[src/rtl/udp_sched_pkg.sv]
// Shared definitions for the two-channel UDP transmit scheduler.
//   state_e      : scheduler FSM encoding
//   MAX_LEN_DEF  : largest legal UDP payload in bytes
//   GAP_CYC_DEF  : idle cycles inserted after every packet
//   CH0 / CH1    : channel index constants (also the rr pointer values)
package udp_sched_pkg;

  typedef enum logic [2:0] {
    ST_IDLE,
    ST_START,
    ST_XFER,
    ST_FLUSH,
    ST_GAP
  } state_e;

  localparam int MAX_LEN_DEF = 1472;
  localparam int GAP_CYC_DEF = 12;

  localparam logic CH0 = 1'b0;
  localparam logic CH1 = 1'b1;

endpackage

[src/rtl/udp_tx_fifo_sched_rr_arb2.sv]
// Two-requester round-robin arbiter.
//   clk, rst_n : clock, synchronous active-low reset
//   req_i      : request vector, bit N = channel N
//   acc_i      : strobe, the channel in acc_ch_i has been served
//   acc_ch_i   : index of the served channel
//   gnt_o      : one-hot combinational grant (0 when no request)
module rr_arb2
  import udp_sched_pkg::*;
(
  input  logic       clk,
  input  logic       rst_n,
  input  logic [1:0] req_i,
  input  logic       acc_i,
  input  logic       acc_ch_i,
  output logic [1:0] gnt_o
);

  logic last_q;
  logic last_d;

  // On a tie the channel that was not served last wins.
  always_comb begin
    gnt_o = req_i;
    if (req_i == 2'b11) begin
      gnt_o = (last_q == CH1) ? 2'b01 : 2'b10;
    end
  end

  always_comb begin
    last_d = last_q;
    if (acc_i) begin
      last_d = acc_ch_i;
    end
  end

  // Pointer starts at ch1 so ch0 wins the first tie.
  always_ff @(posedge clk) begin
    if (!rst_n) begin
      last_q <= CH1;
    end else begin
      last_q <= last_d;
    end
  end

endmodule

[src/rtl/udp_tx_fifo_sched.sv]
// Shares one UDP TX engine between two 2048x8 byte FIFOs.
// A channel is granted (round-robin) once its FIFO holds its whole packet;
// FIFO reads are then paced by the engine's byte requests.
//   clk, rst_n                 : clock, synchronous active-low reset
//   chN_len_valid/len/ready    : packet-length descriptor handshake
//   chN_rd_level/rd_en/rd_data : FIFO read port (1-cycle read latency)
//   tx_start_en, tx_byte_num   : packet start pulse and held byte count
//   tx_req, tx_data, tx_done   : engine byte request, returned byte, finish
//   grant, busy, err           : active channel, non-idle flag, sticky error
module udp_tx_fifo_sched
  import udp_sched_pkg::*;
#(
  parameter int DATA_W  = 8,
  parameter int LEN_W   = 16,
  parameter int LVL_W   = 12,
  parameter int MAX_LEN = MAX_LEN_DEF,
  parameter int GAP_CYC = GAP_CYC_DEF
) (
  input  logic              clk,
  input  logic              rst_n,
  input  logic              ch0_len_valid,
  input  logic [LEN_W-1:0]  ch0_len,
  output logic              ch0_len_ready,
  input  logic [LVL_W-1:0]  ch0_rd_level,
  output logic              ch0_rd_en,
  input  logic [DATA_W-1:0] ch0_rd_data,
  input  logic              ch1_len_valid,
  input  logic [LEN_W-1:0]  ch1_len,
  output logic              ch1_len_ready,
  input  logic [LVL_W-1:0]  ch1_rd_level,
  output logic              ch1_rd_en,
  input  logic [DATA_W-1:0] ch1_rd_data,
  output logic              tx_start_en,
  output logic [LEN_W-1:0]  tx_byte_num,
  input  logic              tx_req,
  output logic [DATA_W-1:0] tx_data,
  input  logic              tx_done,
  output logic [1:0]        grant,
  output logic              busy,
  output logic              err
);

  localparam int CMP_W = (LVL_W > LEN_W) ? LVL_W : LEN_W;
  localparam int GAP_W = $clog2(GAP_CYC) + 1;
  localparam logic [LEN_W-1:0] MAX_LEN_L = LEN_W'(MAX_LEN);
  localparam logic [GAP_W-1:0] GAP_LAST  = GAP_W'(GAP_CYC - 1);

  state_e             state_q;
  logic [1:0]         grant_q;
  logic               tx_start_en_q;
  logic [LEN_W-1:0]   tx_byte_num_q;
  logic [LEN_W-1:0]   rem_q;
  logic [LEN_W-1:0]   rem_d;
  logic [GAP_W-1:0]   gap_q;
  logic               rdy0_q;
  logic               rdy1_q;
  logic               err_q;
  logic               rd_vld_q;

  logic [CMP_W-1:0]   len0_x, len1_x, lvl0_x, lvl1_x;
  logic               legal0, legal1;
  logic               elig0, elig1;
  logic               bad0, bad1;
  logic               rd_any;
  logic               acc;
  logic [1:0]         arb_gnt;

  assign len0_x = CMP_W'(ch0_len);
  assign len1_x = CMP_W'(ch1_len);
  assign lvl0_x = CMP_W'(ch0_rd_level);
  assign lvl1_x = CMP_W'(ch1_rd_level);

  assign legal0 = (ch0_len != '0) && (ch0_len <= MAX_LEN_L);
  assign legal1 = (ch1_len != '0) && (ch1_len <= MAX_LEN_L);

  // A descriptor whose ready pulse is on the wire is being consumed this
  // cycle and must not be acted on a second time.
  assign elig0 = ch0_len_valid && !rdy0_q && legal0 && (lvl0_x >= len0_x);
  assign elig1 = ch1_len_valid && !rdy1_q && legal1 && (lvl1_x >= len1_x);
  assign bad0  = ch0_len_valid && !rdy0_q && !legal0;
  assign bad1  = ch1_len_valid && !rdy1_q && !legal1;

  // FLUSH drains the rest of an aborted packet so the FIFO stays aligned.
  assign rd_any = (rem_q != '0) &&
                  (((state_q == ST_XFER) && tx_req) || (state_q == ST_FLUSH));
  assign rem_d  = rd_any ? (rem_q - 1'b1) : rem_q;

  assign acc = (state_q == ST_GAP) && (gap_q == GAP_LAST);

  rr_arb2 u_arb (
    .clk      (clk),
    .rst_n    (rst_n),
    .req_i    ({elig1, elig0}),
    .acc_i    (acc),
    .acc_ch_i (grant_q[1]),
    .gnt_o    (arb_gnt)
  );

  always_ff @(posedge clk) begin
    if (!rst_n) begin
      state_q       <= ST_IDLE;
      grant_q       <= '0;
      tx_start_en_q <= 1'b0;
      tx_byte_num_q <= '0;
      rem_q         <= '0;
      gap_q         <= '0;
      rdy0_q        <= 1'b0;
      rdy1_q        <= 1'b0;
      err_q         <= 1'b0;
      rd_vld_q      <= 1'b0;
    end else begin
      tx_start_en_q <= 1'b0;
      rdy0_q        <= 1'b0;
      rdy1_q        <= 1'b0;
      // Only bytes fetched on engine request are forwarded to tx_data.
      rd_vld_q      <= (state_q == ST_XFER) && rd_any;
      case (state_q)
        ST_IDLE: begin
          if (bad0 || bad1) begin
            rdy0_q <= bad0;
            rdy1_q <= bad1;
            err_q  <= 1'b1;
          end else if (arb_gnt != 2'b00) begin
            grant_q       <= arb_gnt;
            tx_start_en_q <= 1'b1;
            tx_byte_num_q <= arb_gnt[0] ? ch0_len : ch1_len;
            rem_q         <= arb_gnt[0] ? ch0_len : ch1_len;
            rdy0_q        <= arb_gnt[0];
            rdy1_q        <= arb_gnt[1];
            state_q       <= ST_START;
          end
        end
        ST_START: begin
          state_q <= ST_XFER;
        end
        ST_XFER: begin
          rem_q <= rem_d;
          if (tx_req && (rem_q == '0)) begin
            err_q <= 1'b1;
          end
          if (tx_done) begin
            gap_q <= '0;
            if (rem_d == '0) begin
              state_q <= ST_GAP;
            end else begin
              err_q   <= 1'b1;
              state_q <= ST_FLUSH;
            end
          end
        end
        ST_FLUSH: begin
          rem_q <= rem_d;
          if (rem_d == '0) begin
            gap_q   <= '0;
            state_q <= ST_GAP;
          end
        end
        ST_GAP: begin
          if (gap_q == GAP_LAST) begin
            grant_q <= '0;
            state_q <= ST_IDLE;
          end else begin
            gap_q <= gap_q + 1'b1;
          end
        end
        default: begin
          state_q <= ST_IDLE;
        end
      endcase
    end
  end

  assign ch0_rd_en     = rd_any && grant_q[0];
  assign ch1_rd_en     = rd_any && grant_q[1];
  assign ch0_len_ready = rdy0_q;
  assign ch1_len_ready = rdy1_q;
  assign tx_start_en   = tx_start_en_q;
  assign tx_byte_num   = tx_byte_num_q;
  assign tx_data       = rd_vld_q ? (grant_q[1] ? ch1_rd_data : ch0_rd_data)
                                  : '0;
  assign grant         = grant_q;
  assign busy          = (state_q != ST_IDLE);
  assign err           = err_q;

endmodule

[config.mk]
export PLATFORM = sky130hd
export DESIGN_NAME = udp_tx_fifo_sched
export DESIGN_NICKNAME = d
export VERILOG_FILES = /design/src/rtl/udp_sched_pkg.sv /design/src/rtl/udp_tx_fifo_sched_rr_arb2.sv /design/src/rtl/udp_tx_fifo_sched.sv
export SDC_FILE = /design/constraint.sdc
export NUM_CORES = 1
export LEC_CHECK = 0
export CAP_MARGIN = 20
export CORE_UTILIZATION = 28
export DETAILED_ROUTE_END_ITERATION = 8
export HOLD_SLACK_MARGIN = 0.02
export PLACE_DENSITY = 0.64
export SETUP_SLACK_MARGIN = 0.15
export SYNTH_ARGS = -nofsm -noshare
export SYNTH_HDL_FRONTEND = slang
export SYNTH_HIERARCHICAL = 1
export SYNTH_SLANG_ARGS = --single-unit
[constraint.sdc]
create_clock -name clk -period 10.7 [get_ports clk]
set_clock_uncertainty 0.1 [all_clocks]
set_input_delay 2.14 -clock clk [delete_from_list [all_inputs] [get_ports clk]]
set_output_delay 2.14 -clock clk [all_outputs]
set_load 0.005 [all_outputs]
==> impl_metrics.json <==
{
  "cp-start-kind": "input pin",
  "p_per_area_mw_per_mm2": 94.8,
  "crit_arrival_ns": 3.66,
  "tritoncts": "done",
  "numPortBuffers": 110,
  "cts_setup_buffers": 0,
  "initial_utilization": 0.292,
  "wl_met3_um": 619,
  "p_leak_nw": 1.85,
  "hold_path.class": "reg2reg",
  "drt-total-wl_mm": 10.2,
  "syn_inst": 434,
  "rows": 39,
  "gr-total-overflow": 0,
  "remaining_drc_errors": 2,
  "worstMarginPinSlew_ns": 0.907,
  "yosys.area.top_type": "dfxtp_1",
  "final_util": 0.414,
  "vias": 3580,
  "synth_edf_count": 0,
  "finalSetupTns_ns": 0,
  "cts_max_level": 2,
  "cts_buffers": 5,
  "drt_iter0_markers": 172,
  "seqCellArea_um2": 961,
  "wl_met2_mm": 4.87,
  "min_period_over_period": 0.551,
  "cp_max_fo": 4,
  "fmax_mhz": 170,
  "synthesis.area_mm2": 0.00339,
  "final.fill_count": 1164,
  "ctsHoldBuffers": 0,
  "die_h_um": 112,
  "dp_hpwl_mm": 8.29,
  "antenna_found_initial": 0,
  "synth.most_common_cell": "dfxtp_1",
  "ys_types": 59,
  "yosys-top-cells-area": "dfxtp_1 28%, ha_1 9.6%, mux2i_1 5.0%",
  "rsz0062_at_grt": "no",
  "grt_pass1_wl_mm": 16.5,
  "worst_ir_drop_vdd_mv": 0.0685,
  "maxSlewHeadroom": 0.395,
  "ioPinCount": 111,
  "die-width_um": 112,
  "finalSetupViolCount": 0,
  "critPathRequiredTime_ns": 8.46,
  "end_kind": "primary output",
  "grt_pass1_vias": 3409,
  "clock-sinks": 48,
  "routedWlPerCell_um": 15.0,
  "path_clk_slew_ns": 0.07,
  "ys_ff_latch": 48,
  "critPathBufInv": 2,
  "slew_viol_final": 0,
  "worstHoldStart": "tx_byte_num[10]$_SDFFE_PN0P_",
  "cap_violations": 0,
  "outcome": "complete, but fails checks",
  "core-area_mm2": 0.0116,
  "nNetsFinal": 637,
  "cts_root_buf": "clkbuf_16",
  "synth-main-ff-cell": "dfxtp_1",
  "die_area_mm2": 0.0126,
  "syn_nets": 538,
  "drt-met1-wl_mm": 4.52,
  "viasPerCell": 5.29,
  "multi_input_area_mm2": 0.00222,
  "crit_path_start": "tx_req",
  "ctsResizeCount": 0,
  "path_cells": "clkdlybuf4s50_1 -> nor2_1 -> nor2_1 -> and3_1 -> clkdlybuf4s50_1",
  "crit_path_top_delay_cell": "clkdlybuf4s50_1",
  "gp_congestion": 0.829,
  "fin_crit_ns": 5.90,
  "dr.pass1.iters": 6,
  "ys_warn_count": 6,
  "r2r-start": "ch1_len_ready$_SDFF_PN0_",
  "clock_latency_ns": 0.29,
  "syn_to_final_growth_pct": 41.6,
  "grt_max_degree": 30,
  "cts_buffer_depth": 2,
  "synthTopCellsByCount": "48 x dfxtp_1, 37 x nor2_1, 35 x nand2_1, 33 x a21oi_1, 33 x inv_1",
  "drive_gt1_frac": 0.0487,
  "ys_seq_area_frac": 0.283,
  "final_hold_viol_count": 0,
  "ant_nets": 0,
  "slowest_delay_ns": 0.50,
  "async_reset_ff_frac": 0,
  "top_layer": "met4",
  "critPathTopFamily": "buffers and inverters",
  "grt_usage": 0.161,
  "setup.worst_path.class": "in2out",
  "failed_checks": "design-rule violations",
  "synth_top_area_frac": 0.283,
  "diodes": 0,
  "avgSynthCellArea_um2": 7.82
}
==> path summary, 6_finish.rpt <==
path	to	depth (start not counted)	slack, ns
max	ch1_rd_en	5	4.80
min	tx_byte_num[10]$_SDFFE_PN0P_	2	0.36
max reg2reg	rem_q[1]$_SDFFE_PN0P_	10	7.47
min reg2reg	tx_byte_num[10]$_SDFFE_PN0P_	2	0.36
==> per-layer routing <==
metal  vias to the layer above  GRT usage
li1                       1799          -
met1                      1665      0.207
met2                       105      0.276
met3                        11     0.0270
met4                         0     0.0480
met5                         -          0
==> placed cells by master, fill, tap and decap left out, types with 3 or more instances in the layout <==
master and count:
clkdlybuf4s50_1 110, dfxtp_1 48, nor2_1 37, nand2_1 35
inv_1 33, a21oi_1 33, ha_1 26, o21ai_0 20
mux2i_1 17, a211oi_1 14, nand3_1 13, nor2b_1 12
nor3_1 11, o211ai_1 9, nor4_1 9, or3_1 8
a21o_1 8, a31oi_1 7, and3_1 6, nand4_1 6
nand2b_1 5, o21a_1 5, clkbuf_16 5, or4_1 3
nand4b_1 3, a221oi_1 3, buf_4 3
==> per-stage QoR <==
step	instances	power [mW]	cell area (um2)	hold slack, ns	worst slack (ns)
global placement	669	0.253	4610	0.351	4.72
finish	677	0.455	4810	0.363	4.80
global route	677	0.471	4810	0.387	4.67
CTS	677	0.458	4810	0.368	4.80
floorplan	434	0.212	3390	0.353	5.70
detailed placement	669	0.255	4610	0.356	4.65
==> state kept, by name, indices dropped and copies added, names as in the netlist <==
register and flops:
gap_q 5, ch0_len_ready 1, err 1, state_q 3, rd_vld_q 1, rem_q 16, tx_byte_num 16, u_arb/last_q 1
grant 2, ch1_len_ready 1, tx_start_en 1
==> cell type report <==
class                           count  area share
Clock inverter                      3      0.0143
Timing Repair Buffer              113       0.234
Inverter                           33      0.0258
Multi-Input combinational cell    332       0.463
Sequential cell                    48       0.200
Tap cell                          143      0.0372
Clock buffer                        5      0.0260
==> power by group <==
part	switching, mW	leakage [nW]	internal (mW)
clock	0.0704	0.0944	0.135
sequential	0.00110	0.387	0.180
combinational	0.0286	1.37	0.0409
total	0.100	1.85	0.355
==> worst register-to-register path: cells and delay by family (launching register included) <==
| kind | cells | cell delay, ns |
|---|---|---|
| AO/OA/AOI/OAI | 5 | 0.94 |
| buffers and inverters | 1 | 0.23 |
| flip-flops | 1 | 0.31 |
| AND/OR/NAND/NOR | 4 | 1.57 |
==> cell families after synthesis <==
family,Yosys count,share of synthesized area
xor+xnor,2,0.00516
buf+inv,54,0.0641
compound gates,120,0.234
simple gates,166,0.265
fa+ha+maj,26,0.0958
flops,48,0.283
mux,18,0.0534
(Power assumes the default switching activity.)
